[config.mk]
export PLATFORM = sky130hd
export DESIGN_NAME = bit_unstuff
export DESIGN_NICKNAME = d
export VERILOG_FILES = /design/src/rtl/bit_unstuff_pkg.sv /design/src/rtl/rx_byte_assembler.sv /design/src/rtl/bit_unstuff.sv
export SDC_FILE = /design/constraint.sdc
export NUM_CORES = 1
export LEC_CHECK = 0
export BUFFER_PORTS_ARGS = -buffer_cell sky130_fd_sc_hd__buf_2
export CORE_MARGIN = 2
export CORE_UTILIZATION = 56
export DETAILED_ROUTE_END_ITERATION = 10
export PLACE_DENSITY = 0.77
export SLEW_MARGIN = 20
export SYNTH_ARGS = -nofsm -noshare
export SYNTH_HDL_FRONTEND = slang
export SYNTH_SLANG_ARGS = --single-unit
[constraint.sdc]
create_clock -name gclk -period 3.1 [get_ports gclk]
set_clock_uncertainty 0.15 [all_clocks]
set_input_delay 0 -clock gclk [delete_from_list [all_inputs] [get_ports gclk]]
set_output_delay 0 -clock gclk [all_outputs]
set_load 0.005 [all_outputs]
[src/rtl/bit_unstuff_pkg.sv]
// Shared constants and FSM encoding for the full-speed bit stuffer and unstuffer.
package bit_unstuff_pkg;

    localparam int unsigned DEF_SYNC_ZEROS = 5;
    localparam int unsigned DEF_MAX_ONES   = 6;
    localparam int unsigned CNT_W          = 3;
    localparam int unsigned BYTE_W         = 8;

    typedef enum logic [1:0] {
        ST_IDLE  = 2'd0,
        ST_DATA  = 2'd1,
        ST_EOP   = 2'd2,
        ST_ABORT = 2'd3
    } rx_state_t;

endpackage

[src/rtl/rx_byte_assembler.sv]
// Collects unstuffed serial bits LSB-first into bytes and strobes each completed byte.
module rx_byte_assembler
    import bit_unstuff_pkg::*;
(
    input  logic              gclk,
    input  logic              reset_l,
    input  logic              clr,
    input  logic              bit_en,
    input  logic              bit_din,
    output logic [BYTE_W-1:0] rx_byte,
    output logic              rx_byte_valid,
    output logic [CNT_W-1:0]  bit_cnt
);

    always_ff @(posedge gclk or negedge reset_l) begin
        if (!reset_l) begin
            rx_byte       <= '0;
            rx_byte_valid <= 1'b0;
            bit_cnt       <= '0;
        end else begin
            rx_byte_valid <= 1'b0;
            if (clr) begin
                bit_cnt <= '0;
            end else if (bit_en) begin
                // Right shift so the first received bit lands in bit 0 after eight bits
                rx_byte <= {bit_din, rx_byte[BYTE_W-1:1]};
                bit_cnt <= bit_cnt + CNT_W'(1);
                if (bit_cnt == '1) begin
                    rx_byte_valid <= 1'b1;
                end
            end
        end
    end

endmodule

[src/rtl/bit_unstuff.sv]
// Receive-side SYNC hunt, stuffed-zero removal, stuffing-violation and EOP detection.
module bit_unstuff
    import bit_unstuff_pkg::*;
#(
    parameter int unsigned SYNC_ZEROS = DEF_SYNC_ZEROS,
    parameter int unsigned MAX_ONES   = DEF_MAX_ONES
) (
    input  logic              gclk,
    input  logic              reset_l,
    input  logic              rx_en,
    input  logic              rxd,
    input  logic              rx_se0,
    input  logic              rx_bit_valid,
    output logic              unstuff_dout,
    output logic              unstuff_valid,
    output logic              halt_rx_shift,
    output logic [BYTE_W-1:0] rx_byte,
    output logic              rx_byte_valid,
    output logic              rx_active,
    output logic              stuff_err,
    output logic              eop_det,
    output logic              byte_align_err
);

    rx_state_t        state;
    logic [CNT_W-1:0] zero_cnt;
    logic [CNT_W-1:0] ones_cnt;
    logic [CNT_W-1:0] bit_cnt;
    logic             abort_se0;
    logic             at_max_c;
    logic             emit_c;
    logic             asm_clr_c;

    assign at_max_c  = (ones_cnt == CNT_W'(MAX_ONES));
    // Assembler sees the data bit in the same cycle it is accepted so the byte strobe lines up with unstuff_valid
    assign emit_c    = rx_bit_valid && (state == ST_DATA) && !rx_se0 && !at_max_c;
    assign asm_clr_c = !rx_en || (state == ST_IDLE);

    always_ff @(posedge gclk or negedge reset_l) begin
        if (!reset_l) begin
            state          <= ST_IDLE;
            zero_cnt       <= '0;
            ones_cnt       <= '0;
            abort_se0      <= 1'b0;
            unstuff_dout   <= 1'b0;
            unstuff_valid  <= 1'b0;
            halt_rx_shift  <= 1'b0;
            rx_active      <= 1'b0;
            stuff_err      <= 1'b0;
            eop_det        <= 1'b0;
            byte_align_err <= 1'b0;
        end else begin
            unstuff_valid  <= 1'b0;
            halt_rx_shift  <= 1'b0;
            stuff_err      <= 1'b0;
            eop_det        <= 1'b0;
            byte_align_err <= 1'b0;
            if (!rx_en) begin
                state     <= ST_IDLE;
                zero_cnt  <= '0;
                ones_cnt  <= '0;
                abort_se0 <= 1'b0;
                rx_active <= 1'b0;
            end else if (rx_bit_valid) begin
                case (state)
                    ST_IDLE: begin
                        if (rx_se0) begin
                            zero_cnt <= '0;
                        end else if (!rxd) begin
                            if (zero_cnt != '1) zero_cnt <= zero_cnt + CNT_W'(1);
                        end else begin
                            zero_cnt <= '0;
                            // SYNC terminator is not emitted but counts as the first 1 for stuffing
                            if (zero_cnt >= CNT_W'(SYNC_ZEROS)) begin
                                state     <= ST_DATA;
                                rx_active <= 1'b1;
                                ones_cnt  <= CNT_W'(1);
                            end
                        end
                    end
                    ST_DATA: begin
                        if (rx_se0) begin
                            state <= ST_EOP;
                        end else if (at_max_c) begin
                            if (rxd) begin
                                stuff_err <= 1'b1;
                                abort_se0 <= 1'b0;
                                state     <= ST_ABORT;
                            end else begin
                                halt_rx_shift <= 1'b1;
                                ones_cnt      <= '0;
                            end
                        end else begin
                            unstuff_valid <= 1'b1;
                            unstuff_dout  <= rxd;
                            ones_cnt      <= rxd ? ones_cnt + CNT_W'(1) : '0;
                        end
                    end
                    ST_EOP: begin
                        if (!rx_se0) begin
                            if (rxd) begin
                                eop_det        <= 1'b1;
                                byte_align_err <= (bit_cnt != '0);
                                rx_active      <= 1'b0;
                                state          <= ST_IDLE;
                            end else begin
                                stuff_err <= 1'b1;
                                abort_se0 <= 1'b0;
                                state     <= ST_ABORT;
                            end
                        end
                    end
                    ST_ABORT: begin
                        // Leave only on SE0 followed directly by J
                        if (rx_se0) begin
                            abort_se0 <= 1'b1;
                        end else if (abort_se0 && rxd) begin
                            abort_se0 <= 1'b0;
                            rx_active <= 1'b0;
                            state     <= ST_IDLE;
                        end else begin
                            abort_se0 <= 1'b0;
                        end
                    end
                    default: state <= ST_IDLE;
                endcase
            end
        end
    end

    rx_byte_assembler u_asm (
        .gclk          (gclk),
        .reset_l       (reset_l),
        .clr           (asm_clr_c),
        .bit_en        (emit_c),
        .bit_din       (rxd),
        .rx_byte       (rx_byte),
        .rx_byte_valid (rx_byte_valid),
        .bit_cnt       (bit_cnt)
    );

endmodule
==> metrics.cfg <==
[synth]
async_flop_share_pct = 100.0
syn_avg_cell_area_sq_um = 11.02
seq_area_frac_synth_pct = 45.42
synth_ff_type = dfrtp_1
synth_top_family_by_area = simple AND/OR/NAND/NOR gates
synth_mux_area_share_pct = 10.71
synthTopCellsByArea = dfrtp_1 (45%), ha_1 (11%), mux2_2 (8.8%)
synth_top_cell_by_area = dfrtp_1
synthSimpleGateAreaFrac_pct = 15.33
synth-compound-area-share_pct = 12.98
synth_seq_cells = 28
synth_edf_count = 0
yosysTopAreaCellShare_pct = 45.42
syn_nets = 159
synth.distinct_cells = 42
synth_fa_ha_area_share_pct = 10.54
netlist_area_sq_mm = 0.001543
synthCells = 140
synth_xor_area_share_pct = 0.5677
yosys_warnings = 0

[finish]
final_cell_mix = dfrtp_1 (28), buf_2 (21), ha_1 (13), mux2_2 (12), inv_1 (11)
drive_gt1_share_pct = 25.30
nets = 186
final_cells = 197
final_common_cell = dfrtp_1
diodes = 0
syn2layout_area_growth_pct = 14.84

[clock_network]
cts.clk_slew.worst_paths_ps = 150
ctsHoldBuffers = 6
htree_levels = 1
clock_latency_ps = 330
cts-resized-gates = 0
cts_buffer_depth = 2
postCtsSetupRepairBufs = 0
cts_tree = built
cts_buffers = 3
clock_sinks = 28
cts_root_buffer = clkbuf_4

[detailed_routing]
wl_mm = 2.862
drc = 0
dr.pass1.iters = 4
ant_nets = 0
post_drt_wl_per_cell_um = 14.53
routed_via_density = 5.878
drtIter0Drc = 30
vias = 1158

[flow_run]
drv_cap = 0

[die]
chipWidth_um = 56.49
start_util_pct = 57.43
dieArea_sq_mm = 0.003191
die-height_um = 56.49
std_cell_rows = 19
boundaryPins = 22
core_sq_mm = 0.002686

[sta]
rsz0062_at_grt = false
max_freq_mhz = 390.6
relSlewSlack_pct = 60.36
setup-tns-final_ps = 0
worst_pin_slew_ps = 594.6
period_needed_ps = 2560
setup-violations-final = 0
report.final.hold_viol_count = 0
min_period_over_period_pct = 82.59
drv_slew = 0

[place]
hpwl_mm = 2.104
dp.cells = 187
io_buffer_count = 21
gp_routability_congestion = 0.8952

[outcome]
status = completed

[critical_path]
reg2reg_from = state[1]$_DFFE_PN0P_
reg2reg_depth = 6
startpoint = state[1]$_DFFE_PN0P_
start_kind = flip-flop
path_class = flip-flop to flip-flop
worstPathArrival_ps = 2650
reg2reg_setup_slack_ps = 540
cp.required_ps = 3190
end_kind = flip-flop
cp_max_fo = 9

[grt]
globalRouteMet1Util_pct = 25.11
use_met2_pct = 31.40
antenna_found_initial = 0
grt_max_degree = 29
grtUsageTotal_pct = 19.15
grt-busiest-layer = met2
grt_first_pass_wirelength_mm = 4.795
grt_pass1_vias = 1074
grt_use_met3_pct = 2.535
gr-total-overflow = 0

[worst_hold_path]
hp-class = input port to async pin

[pwr]
max-vdd-ir-drop_mv = 0.4840
p_leak_uw = 0.0008945
powerDensity_mw_per_mm2 = 613.8

synth_stat cells (2+ instances only):
cell / n
a21boi_0: 2
a31oi_1: 2
nand2_1: 6
and3_1: 3
nor3_1: 5
mux2_2: 12
dfrtp_1: 28
o2bb2ai_1: 2
o21ai_0: 3
nand2b_1: 2
inv_1: 11
nand3_1: 5
buf_4: 2
ha_1: 13
and2_1: 4
o41ai_1: 2
o31ai_1: 3
clkbuf_1: 2
nor2_1: 8
mux2i_1: 3
cells by family (layout without fill, tap and decap cells):
kind of cell | count (synthesis) | after routing
AO/OA/AOI/OAI | 26 | 26
XOR/XNOR | 1 | 1
adder cells (fa/ha/maj) | 13 | 13
buffers and inverters | 16 | 42
flip-flops | 28 | 28
multiplexers | 15 | 15
AND/OR/NAND/NOR | 41 | 41
power breakdown:
part	leakage, uW	total, uW	internal, uW	switching [uW]
Clock	0.0000279	237	131	106
Sequential	0.000382	457	414	42.9
Combinational	0.000484	394	177	217
worst paths after layout:
kind,to
min,unstuff_dout$_DFFE_PN0P_
max in group asynchronous,ones_cnt[1]$_DFFE_PN0P_
min reg2reg,u_asm.rx_byte[0]$_DFFE_PN0P_
max,u_asm.rx_byte[3]$_DFFE_PN0P_
min in group gclk,u_asm.rx_byte[0]$_DFFE_PN0P_
max reg2reg,u_asm.rx_byte[3]$_DFFE_PN0P_
state kept, by name, summed over array words and instances (netlist names):
| register | flops |
|---|---|
| stuff_err | 1 |
| rx_active | 1 |
| u_asm.rx_byte_valid | 1 |
| eop_det | 1 |
| zero_cnt | 3 |
| unstuff_dout | 1 |
| u_asm.bit_cnt | 3 |
| ones_cnt | 3 |
| abort_se0 | 1 |
| u_asm.rx_byte | 8 |
| byte_align_err | 1 |
| state | 2 |
| unstuff_valid | 1 |
| halt_rx_shift | 1 |
area by class of cell:
cell class | count | area, sq um
timing repair buffer | 27 | 165.2
clock buffer | 3 | 22.52
multi-input combinational | 96 | 773.2
sequential | 28 | 700.7
tap | 31 | 38.79
clock inverter | 1 | 30.03
fill | 203 | 914.6
inverter | 11 | 41.29
stage by stage:
step | instance area (sq um) | util [%] | hold slack (ps) | worst slack [ps] | total power, uW
finish | 1772 | 65.95 | 34.88 | 539.7 | 1088
global route | 1772 | 65.95 | 84.47 | 352.3 | 1161
detailed placement | 1659 | 61.76 | -102.3 | 592.3 | 846.9
CTS | 1772 | 65.95 | 49.87 | 570.5 | 1094
global placement | 1659 | 61.76 | -120.0 | 689.6 | 831.9
floorplan | 1543 | - | -445.6 | 897.6 | 751.9
worst max-delay path: stages, from the launching register on:
cell	delay, ps
dfrtp_1	490
inv_1	140
ha_1	330
nor2b_4	220
and3_1	290
nor3b_4	460
mux2_2	380
routing by layer:
layer | vias up | share of wire (%)
li1 | 557 | -
met1 | 568 | 47
met2 | 28 | 47
met3 | 5 | 4.0
met4 | 0 | 1.7
met5 | - | 0
No activity file was read; power rests on OpenSTA's default activity.
